--- src/rtl/i2c_pkg.sv ---
// ---------------------------------------------------------------------------
// i2c_pkg
// Shared definitions for the I2C master/target pair.
//   i2c_state_e        : 4-bit protocol state encoding (same for both ends)
//   I2C_ACK / I2C_NACK : SDL level of the 9th bit
//   I2C_DEV_ID_DEFAULT : address the target answers unless overridden
//   ptr_next()         : register-pointer step, wraps 8'hFF -> 8'h00
// ---------------------------------------------------------------------------
package i2c_pkg;

   typedef enum logic [3:0] {
      ST_IDLE      = 4'd0,
      ST_DEV_ADDR  = 4'd1,
      ST_DEV_ACK   = 4'd2,
      ST_REG_ADDR  = 4'd3,
      ST_REG_ACK   = 4'd4,
      ST_WRITE     = 4'd5,
      ST_WRITE_ACK = 4'd6,
      ST_READ      = 4'd7,
      ST_READ_ACK  = 4'd8
   } i2c_state_e;

   localparam logic       I2C_ACK            = 1'b0;
   localparam logic       I2C_NACK           = 1'b1;
   localparam logic [6:0] I2C_DEV_ID_DEFAULT = 7'h48;

   function automatic logic [7:0] ptr_next(input logic [7:0] ptr);
      return ptr + 8'd1;
   endfunction

endpackage

--- src/rtl/i2c_line_sync.sv ---
// ---------------------------------------------------------------------------
// i2c_line_sync
// Synchronizer plus edge detector for one bus line (SCL or SDL).
//   clk_i    : system clock
//   rst_i    : asynchronous active-high reset
//   line_i   : raw pad level
//   level_o  : synchronized level
//   rise_o   : one-cycle pulse on a synchronized 0->1
//   fall_o   : one-cycle pulse on a synchronized 1->0
// The chain resets to 1 (released bus) so leaving reset on an idle bus
// produces no spurious edges.
// ---------------------------------------------------------------------------
module i2c_line_sync #(
   parameter int STAGES = 2
) (
   input  logic clk_i,
   input  logic rst_i,
   input  logic line_i,
   output logic level_o,
   output logic rise_o,
   output logic fall_o
);

   logic [STAGES-1:0] sync_q;
   logic              prev_q;

   always_ff @(posedge clk_i or posedge rst_i) begin
      if (rst_i) begin
         sync_q <= '1;
         prev_q <= 1'b1;
      end else begin
         sync_q <= {sync_q[STAGES-2:0], line_i};
         prev_q <= sync_q[STAGES-1];
      end
   end

   assign level_o = sync_q[STAGES-1];
   assign rise_o  = sync_q[STAGES-1] & ~prev_q;
   assign fall_o  = ~sync_q[STAGES-1] & prev_q;

endmodule

--- src/rtl/i2c_slave.sv ---
// ---------------------------------------------------------------------------
// i2c_slave
// I2C target with a byte-wide register-file interface. SCL/SDL are
// oversampled on the system clock; no clock stretching.
//   clock_freq_i : system clock (>= 10x SCL)
//   reset_i      : asynchronous active-high reset
//   scl_i        : bus clock
//   sdl_in_i     : bus data as seen at the pad
//   sdl_oe_o     : 1 = pull SDL low, 0 = release
//   reg_addr_o   : register pointer
//   wr_data_o    : last byte written by the master
//   wr_en_o      : one-cycle write strobe (wr_data_o / reg_addr_o valid)
//   rd_en_o      : one-cycle read request for reg_addr_o
//   rd_data_i    : read byte, sampled the cycle after rd_en_o
//   busy_o       : matched address until STOP / abort
// Optional feature: define I2C_SLAVE_AUTO_INC_EN to advance the pointer
// after every written byte and every ACKed read byte.
//
// state        | meaning
// -------------+-------------------------------------------------------
// ST_IDLE      | bus ignored until START
// ST_DEV_ADDR  | shifting in 7-bit ID + R/W
// ST_DEV_ACK   | driving ACK on the 9th clock; read issues rd_en here
// ST_REG_ADDR  | shifting in register pointer
// ST_REG_ACK   | driving ACK for pointer byte
// ST_WRITE     | shifting in data byte
// ST_WRITE_ACK | driving ACK for data byte
// ST_READ      | shifting out data byte on SCL falls
// ST_READ_ACK  | SDL released, sampling master ACK/NACK
// ---------------------------------------------------------------------------
module i2c_slave
   import i2c_pkg::*;
#(
   parameter logic [6:0] DEV_ID      = I2C_DEV_ID_DEFAULT,
   parameter int         SYNC_STAGES = 2
) (
   input  logic       clock_freq_i,
   input  logic       reset_i,
   input  logic       scl_i,
   input  logic       sdl_in_i,
   output logic       sdl_oe_o,
   output logic [7:0] reg_addr_o,
   output logic [7:0] wr_data_o,
   output logic       wr_en_o,
   output logic       rd_en_o,
   input  logic [7:0] rd_data_i,
   output logic       busy_o
);

   logic scl_lvl, scl_rise, scl_fall;
   logic sdl_lvl, sdl_rise, sdl_fall;

   i2c_line_sync #(.STAGES(SYNC_STAGES)) u_scl_sync (
      .clk_i   (clock_freq_i),
      .rst_i   (reset_i),
      .line_i  (scl_i),
      .level_o (scl_lvl),
      .rise_o  (scl_rise),
      .fall_o  (scl_fall)
   );

   i2c_line_sync #(.STAGES(SYNC_STAGES)) u_sdl_sync (
      .clk_i   (clock_freq_i),
      .rst_i   (reset_i),
      .line_i  (sdl_in_i),
      .level_o (sdl_lvl),
      .rise_o  (sdl_rise),
      .fall_o  (sdl_fall)
   );

   logic start_det, stop_det;
   assign start_det = sdl_fall & scl_lvl;
   assign stop_det  = sdl_rise & scl_lvl;

   i2c_state_e state_q;
   logic [2:0] bit_cnt_q;
   logic [7:0] shift_q;
   logic [7:0] reg_addr_q;
   logic [7:0] wr_data_q;
   logic       wr_en_q;
   logic       rd_en_q;
   logic       rd_load_q;
   logic       sdl_oe_q;
   logic       busy_q;
   logic       rw_q;
   logic       ack_rise_q;

   logic [7:0] rx_byte;
   assign rx_byte = {shift_q[6:0], sdl_lvl};

   always_ff @(posedge clock_freq_i or posedge reset_i) begin
      if (reset_i) begin
         state_q    <= ST_IDLE;
         bit_cnt_q  <= 3'd0;
         shift_q    <= 8'h00;
         reg_addr_q <= 8'h00;
         wr_data_q  <= 8'h00;
         wr_en_q    <= 1'b0;
         rd_en_q    <= 1'b0;
         rd_load_q  <= 1'b0;
         sdl_oe_q   <= 1'b0;
         busy_q     <= 1'b0;
         rw_q       <= 1'b0;
         ack_rise_q <= 1'b0;
      end else begin
         wr_en_q   <= 1'b0;
         rd_en_q   <= 1'b0;
         rd_load_q <= rd_en_q;

         // The register file answers one cycle after rd_en; capture then.
         if (rd_load_q) begin
            shift_q <= rd_data_i;
         end

`ifdef I2C_SLAVE_AUTO_INC_EN
         if (wr_en_q) begin
            reg_addr_q <= ptr_next(reg_addr_q);
         end
`endif

         if (start_det) begin
            state_q    <= ST_DEV_ADDR;
            bit_cnt_q  <= 3'd7;
            sdl_oe_q   <= 1'b0;
            ack_rise_q <= 1'b0;
         end else if (stop_det) begin
            state_q    <= ST_IDLE;
            sdl_oe_q   <= 1'b0;
            busy_q     <= 1'b0;
            ack_rise_q <= 1'b0;
         end else begin
            case (state_q)
               ST_IDLE: begin
                  sdl_oe_q <= 1'b0;
               end

               ST_DEV_ADDR: begin
                  if (scl_rise) begin
                     shift_q <= rx_byte;
                     if (bit_cnt_q == 3'd0) begin
                        if (rx_byte[7:1] == DEV_ID) begin
                           state_q    <= ST_DEV_ACK;
                           rw_q       <= rx_byte[0];
                           busy_q     <= 1'b1;
                           ack_rise_q <= 1'b0;
                        end else begin
                           state_q <= ST_IDLE;
                           busy_q  <= 1'b0;
                        end
                     end else begin
                        bit_cnt_q <= bit_cnt_q - 3'd1;
                     end
                  end
               end

               // First fall after the 8th bit drives ACK, the 9th rise is
               // remembered, and the following fall ends the ACK slot.
               ST_DEV_ACK: begin
                  if (scl_fall && !ack_rise_q) begin
                     sdl_oe_q <= ~I2C_ACK;
                  end else if (scl_rise) begin
                     ack_rise_q <= 1'b1;
                     if (rw_q) begin
                        rd_en_q   <= 1'b1;
                        state_q   <= ST_READ;
                        bit_cnt_q <= 3'd7;
                     end
                  end else if (scl_fall) begin
                     sdl_oe_q  <= 1'b0;
                     state_q   <= ST_REG_ADDR;
                     bit_cnt_q <= 3'd7;
                  end
               end

               ST_REG_ADDR: begin
                  if (scl_rise) begin
                     shift_q <= rx_byte;
                     if (bit_cnt_q == 3'd0) begin
                        reg_addr_q <= rx_byte;
                        state_q    <= ST_REG_ACK;
                        ack_rise_q <= 1'b0;
                     end else begin
                        bit_cnt_q <= bit_cnt_q - 3'd1;
                     end
                  end
               end

               ST_REG_ACK, ST_WRITE_ACK: begin
                  if (scl_fall && !ack_rise_q) begin
                     sdl_oe_q <= ~I2C_ACK;
                  end else if (scl_rise) begin
                     ack_rise_q <= 1'b1;
                  end else if (scl_fall) begin
                     sdl_oe_q  <= 1'b0;
                     state_q   <= ST_WRITE;
                     bit_cnt_q <= 3'd7;
                  end
               end

               ST_WRITE: begin
                  if (scl_rise) begin
                     shift_q <= rx_byte;
                     if (bit_cnt_q == 3'd0) begin
                        wr_data_q  <= rx_byte;
                        wr_en_q    <= 1'b1;
                        state_q    <= ST_WRITE_ACK;
                        ack_rise_q <= 1'b0;
                     end else begin
                        bit_cnt_q <= bit_cnt_q - 3'd1;
                     end
                  end
               end

               // Open-drain: a 0 bit pulls the line, a 1 bit releases it.
               ST_READ: begin
                  if (scl_fall) begin
                     sdl_oe_q <= ~shift_q[7];
                     shift_q  <= {shift_q[6:0], 1'b1};
                  end else if (scl_rise) begin
                     if (bit_cnt_q == 3'd0) begin
                        state_q <= ST_READ_ACK;
                     end else begin
                        bit_cnt_q <= bit_cnt_q - 3'd1;
                     end
                  end
               end

               ST_READ_ACK: begin
                  if (scl_fall) begin
                     sdl_oe_q <= 1'b0;
                  end else if (scl_rise) begin
                     if (sdl_lvl == I2C_ACK) begin
`ifdef I2C_SLAVE_AUTO_INC_EN
                        reg_addr_q <= ptr_next(reg_addr_q);
`endif
                        rd_en_q   <= 1'b1;
                        state_q   <= ST_READ;
                        bit_cnt_q <= 3'd7;
                     end else begin
                        state_q <= ST_IDLE;
                     end
                  end
               end

               default: begin
                  state_q  <= ST_IDLE;
                  sdl_oe_q <= 1'b0;
               end
            endcase
         end
      end
   end

   assign sdl_oe_o   = sdl_oe_q;
   assign reg_addr_o = reg_addr_q;
   assign wr_data_o  = wr_data_q;
   assign wr_en_o    = wr_en_q;
   assign rd_en_o    = rd_en_q;
   assign busy_o     = busy_q;

endmodule

--- config.mk ---
export PLATFORM = sky130hd
export DESIGN_NAME = i2c_slave
export DESIGN_NICKNAME = d
export VERILOG_FILES = /design/src/rtl/i2c_pkg.sv /design/src/rtl/i2c_line_sync.sv /design/src/rtl/i2c_slave.sv
export SDC_FILE = /design/constraint.sdc
export NUM_CORES = 1
export LEC_CHECK = 0
export BUFFER_PORTS_ARGS = -buffer_cell sky130_fd_sc_hd__buf_2
export CORE_UTILIZATION = 40
export CTS_BUF_LIST = sky130_fd_sc_hd__clkbuf_8
export DETAILED_ROUTE_END_ITERATION = 12
export PLACE_DENSITY = 0.66
export SETUP_SLACK_MARGIN = 0.05
export SLEW_MARGIN = 20
export SYNTH_ARGS = -nofsm -noshare
export SYNTH_HDL_FRONTEND = slang
export SYNTH_SLANG_ARGS = --single-unit
--- constraint.sdc ---
create_clock -name clock_freq_i -period 2.5 [get_ports clock_freq_i]
set_input_delay 0.125 -clock clock_freq_i [delete_from_list [all_inputs] [get_ports clock_freq_i]]
set_output_delay 0.125 -clock clock_freq_i [all_outputs]
set_load 0.05 [all_outputs]
### After elaboration in Yosys (flattened, before gate mapping)

Cells that the tools add are included.

* register bits after elaboration: 44
* latch bits: 0
* output and inout port bits: 20
* input bits: 12
* memory bits (read-only): 0
* logic and storage cells: 175
* memory bits (writable): 0
* memories kept: 0

* eq/ne operators: 44
* mux-type cells: 80
* $add $sub $neg: 1
* multipliers: 0
* bitwise logic cells: 13
* shift-type cells: 0
* magnitude comparators: 0
* reduce and logical (&&, ||, !) cells: 21
* divide/modulo/power cells: 0

Operator list (count)
* two-way mux 4 bit: 20
* != test 4 bit (second input constant): 19
* two-way mux 3 bit: 15
* two-way mux 8 bit: 5
* two-way mux 1 bit: 33
* case mux 4 bit (8 select lines): 1
* != test 3 bit (second input constant): 8
* AND reduction 18 bit: 1
* == test 4 x 3 -> 1 bit (second input constant): 4
* case mux 8 bit (2 select lines): 1
* case mux 3 bit (5 select lines): 1
* != test 4 x 1 -> 1 bit (second input constant): 3
* != test 5 bit (second input constant): 2
* AND reduction 10 bit: 1
* AND reduction 5 bit: 2
* == test 4 x 2 -> 1 bit (second input constant): 2
* AND reduction 8 bit: 1
* == test 7 bit (second input constant): 1
* inverter 1 bit: 7
* bitwise AND 1 bit: 6
* AND reduction 6 bit: 1
* nonzero test 2 bit: 3
* nonzero test 6 bit: 1
* OR reduction 3 bit: 2
* 18 further kinds: 19

### Depth between registers and ports, before layout

* word-level depth: 8
* gate-level depth with buffers: 8
* depth with buffers taken out: 8

### Hierarchy

Synthesis repeated with hierarchy kept, for this count alone.

* cells, all modules: 228
* area total of the unflattened synthesis: 2343.5 um2

By module, submodules not included
* i2c_slave: cells each 216, area each 2148.3 um2, sequential area each 950.9 um2, times used 1
* i2c_line_sync: cells each 6, area each 97.6 um2, sequential area each 78.8 um2, times used 2

### Worst setup path before layout

OpenSTA, ideal clock, no wires.

* path kind: register to register
* start: register u_scl_sync.sync_q[1]
* end: register shift_q[4]
* required time: 2.364 ns
* library setup time: 0.136 ns
* arrival: 1.800 ns
* buffers on the path: 2
* stages on the path, launching flop included: 7
* setup slack: 0.565 ns
* period minus slack after synthesis: 1.935 ns
* cells stage by stage: dfstp_2 -> ha_1 -> clkbuf_1 -> nand2_1 -> a21oi_1 -> clkbuf_1 -> o21ai_0

* word-level cells in the longest chain between the ends: 6
* elaborated cells on any way between the ends: 10
* those cells by class: mux: 5; bitwise: 5

RTL lines
* start, declared: line i2c_line_sync.sv:24 `logic [STAGES-1:0] sync_q;`
* start signal, assigned: line i2c_line_sync.sv:32 `sync_q <= {sync_q[STAGES-2:0], line_i};`
* inverter 1 bit: line i2c_line_sync.sv:39 `assign fall_o = ~sync_q[STAGES-1] & prev_q;`
* bitwise AND 1 bit: line i2c_line_sync.sv:39
* two-way mux 8 bit: line i2c_slave.sv:216 `if (scl_fall) begin`
* case mux 8 bit (2 select lines): line i2c_slave.sv:132 `case (state_q)`
* two-way mux 8 bit: line i2c_slave.sv:126 `end else if (stop_det) begin`
* two-way mux 8 bit *: line i2c_slave.sv:121 `if (start_det) begin`
* end signal, assigned: line i2c_slave.sv:112 `shift_q <= rd_data_i;`
* end signal, assigned: line i2c_slave.sv:139 `shift_q <= rx_byte;`
* end signal, assigned: line i2c_slave.sv:218 `shift_q <= {shift_q[6:0], 1'b1};`
* end, declared: line i2c_slave.sv:77 `logic [7:0] shift_q;`

Mark *: on every way between the ends. The rest lies on a longest branch, timed or not.
A chain may end at the register's enable or synchronous reset.

### Final worst setup path

* start: register u_scl_sync.prev_q
* end: register state_q[0]

* word-level cells in the longest chain between the ends: 7
* elaborated cells on any way between the ends: 23
* those cells by class: eq/ne: 13; mux: 5; bitwise: 3; reduce/logical: 2

RTL lines
* start, declared: line i2c_line_sync.sv:25 `logic prev_q;`
* start signal, assigned: line i2c_line_sync.sv:33 `prev_q <= sync_q[STAGES-1];`
* inverter 1 bit: line i2c_line_sync.sv:38 `assign rise_o = sync_q[STAGES-1] & ~prev_q;`
* bitwise AND 1 bit: line i2c_line_sync.sv:38
* two-way mux 4 bit: line i2c_slave.sv:161 `end else if (scl_rise) begin`
* two-way mux 4 bit: line i2c_slave.sv:159 `if (scl_fall && !ack_rise_q) begin`
* case mux 4 bit (8 select lines): line i2c_slave.sv:132
* two-way mux 4 bit: line i2c_slave.sv:126
* two-way mux 4 bit: line i2c_slave.sv:121
* end signal, assigned: line i2c_slave.sv:122 `state_q <= ST_DEV_ADDR;`
* end signal, assigned: line i2c_slave.sv:127 `state_q <= ST_IDLE;`
* end signal, assigned: line i2c_slave.sv:165 `state_q <= ST_READ;`
* end, declared: line i2c_slave.sv:75 `i2c_state_e state_q;`

Several ways; a longest one is shown, not always the timed one. The select of a mux whose other input is x is not followed.

==> impl_metrics.ini <==
[setup_path]
end_kind = register
cp-start-kind = register
critPathMaxStageDelay_ns = 0.54
critPathArrivalTime_ns = 2.42
r2r_cells = 7
critPathMaxFanout = 11
cp_top_family = simple AND/OR/NAND/NOR gates
crit_required_ns = 2.73
cp_cell_sequence = ha_1, nand2b_1, or4_1, o221a_2, o211a_1, nor2_1, mux2i_1
critPathBufInv = 0
slowest_stage = dfstp_2
cp_num_cells = 7
crit_type = reg2reg
rrSetupSlack_ns = 0.31

[sta]
slew_viol_final = 0
fin_skew_ns = 0.00349
period_share = 0.877
fmax_mhz = 456
rsz0062_at_grt = false
worst_pin_slew_ns = 0.912
finalSetupViolations = 0
tns_ns = 0
hold_viol = 0
max_slew_margin = 0.391
finalCriticalPeriod_ns = 2.19

[yosys]
synth_seq_cells = 44
synth_cell_types = 48
synth_ff_type = dfrtp_1
netlist_instances = 239
synth_commonest_cells = 38 x dfrtp_1, 25 x nand2_1, 20 x nor2_1
ys_warn_count = 0
avgSynthCellArea_um2 = 9.99
synth_seq_area_share = 0.464
syn_nets = 255
async_reset_ff_frac = 1.00
syn-cell-area_mm2 = 0.00239
yosysTopAreaCell = dfrtp_1
synth_edf_count = 0
synth_top_area_share = 0.398
ys_top_cells_by_area = dfrtp_1 40%, mux2_2 8.5%, dfstp_2 6.6%
synth.most_common_cell = dfrtp_1

[power_and_ir_drop]
power_leakage_nw = 1.27
ir_worst_vdd_v = 0.000388
totalPowerFinal_mw = 1.51
p_per_area_mw_per_mm2 = 545

[drt]
drc_errors = 0
first_pass_iters = 4
wirelength_um = 5320
post_drt_wl_per_cell_um = 15.1
viasPerCell = 5.41
drtAntennaViolNets = 0
vias = 1906
drt_iter0_drc = 162

[global_route]
gr-total-overflow = 0
grt_pass1_wl_um = 8970
grt_pass1_vias = 1825
grt_max_degree = 45
antenna_found_initial = 0
grt_usage = 0.186

[clock_tree]
clk_path_buf_depth = 2
cts_tree = done
ctsHtreeMaxLevel = 2
clock_latency_ns = 0.30
cts.reportedPaths.clkPinSlew_ns = 0.09
root_buffer = clkbuf_8
ctsResizeCount = 0
numCtsBuffers = 5
clock_sinks = 44

[worst_hold_path]
hold_path_class = in2async

[die]
initial_core_util = 0.423
num_io_pins = 32
dieWidth_um = 79.3
die_area_mm2 = 0.00628
rows = 27
coreArea_mm2 = 0.00564
die_h_um = 79.3

[layout]
antennaDiodeCount = 0
layout-drive-gt1-share = 0.300
final_cells = 352
final_nets = 295
area_growth_pct = 16.1

[flow_run]
drv_cap = 0

[placed_design]
placed_cells = 342
gp_congestion = 0.908
port_buffers = 31
dp_hpwl_um = 3750

[outcome]
outcome = completed
==> power by group <==
part / leakage [nW] / internal [mW] / total, mW / switching, mW
combinational: 0.666 / 0.0803 / 0.186 / 0.105
clock: 0.0445 / 0.198 / 0.460 / 0.261
sequential: 0.561 / 0.781 / 0.865 / 0.0839
total: 1.27 / 1.06 / 1.51 / 0.450
==> layout by cell type, fill, tap and decap left out, types with 2 or more instances in the layout <==
cell type       n
o2bb2ai_1       2
a31oi_1         3
buf_2          31
nand3_1         4
nand4_1         2
nor3_1          6
nor3b_1         2
nor4_1          3
dfstp_2         6
mux2i_1         8
buf_4          13
inv_1           8
nand2_1        25
o32a_1          3
nand2b_1       10
nor2b_1         4
o21a_1          2
o21ai_0        17
ha_1            4
clkbuf_8        5
o22ai_1         2
or4_1           2
nor2_1         20
a21oi_1        12
mux2_2         18
o211ai_1        2
dfrtp_1        38
dlygate4sd3_1   2
o21bai_1        2
==> metal layers <==
metal  vias to the layer above  GRT usage  share of wire
met5                         -          0              0
met4                         0     0.0655          0.013
met3                         7     0.0368          0.045
met2                        43      0.272           0.46
met1                       907      0.271           0.49
li1                        949          -              -
==> cell type report <==
cell class,count,area [µm²]
Tap cell,72,90.1
Sequential cell,44,1110
Multi-Input combinational cell,173,1180
Timing Repair Buffer,46,273
Clock inverter,3,21.3
Clock buffer,5,68.8
Fill cell,534,2870
Inverter,9,33.8
==> kinds of logic (layout without fill, tap and decap cells) <==
group | count (synthesis) | count (layout) | synth area share
multiplexers | 26 | 26 | 0.118
XOR/XNOR | 1 | 1 | 0.00367
AO/OA/AOI/OAI | 57 | 57 | 0.161
buffers and inverters | 22 | 63 | 0.0424
flip-flops | 44 | 44 | 0.464
adder cells (fa/ha/maj) | 4 | 4 | 0.0210
AND/OR/NAND/NOR | 85 | 85 | 0.189
==> final timing paths <==
check                                          start              endpoint
worst max register to register     u_scl_sync.prev_q            state_q[0]
worst max-delay path               u_scl_sync.prev_q            state_q[0]
max in group asynchronous                    reset_i          wr_data_o[2]
worst min register to register  u_scl_sync.sync_q[0]  u_scl_sync.sync_q[1]
min in group clock_freq_i               rd_data_i[1]            shift_q[1]
worst min-delay path                         reset_i          bit_cnt_q[1]
==> repair_timing <==
| item | in CTS | in global routing |
|---|---|---|
| hold buffers | 2 | 0 |
| endpoints found under the hold margin | 2 | 0 |
| setup buffers | 0 | 0 |
==> through the flow <==
stage / cell area (µm²) / hold slack [ns] / worst slack (ns) / util
3_3_place_gp: 2660 / 0.230 / 0.359 / 0.472
4_1_cts: 2770 / 0.0551 / 0.315 / 0.491
6_report: 2770 / 0.0150 / 0.308 / 0.491
2_1_floorplan: 2390 / 0.129 / 0.565 / -
3_5_place_dp: 2660 / 0.231 / 0.349 / 0.472
5_1_grt: 2770 / 0.113 / 0.132 / 0.491
==> state kept, by name (all words and copies together) (netlist names), 2 cells and up <==
| register | count |
|---|---|
| bit_cnt_q | 3 |
| reg_addr_o | 8 |
| shift_q | 8 |
| state_q | 4 |
| u_scl_sync.sync_q | 2 |
| u_sdl_sync.sync_q | 2 |
| wr_data_o | 8 |
No activity file was read; power rests on OpenSTA's default activity.
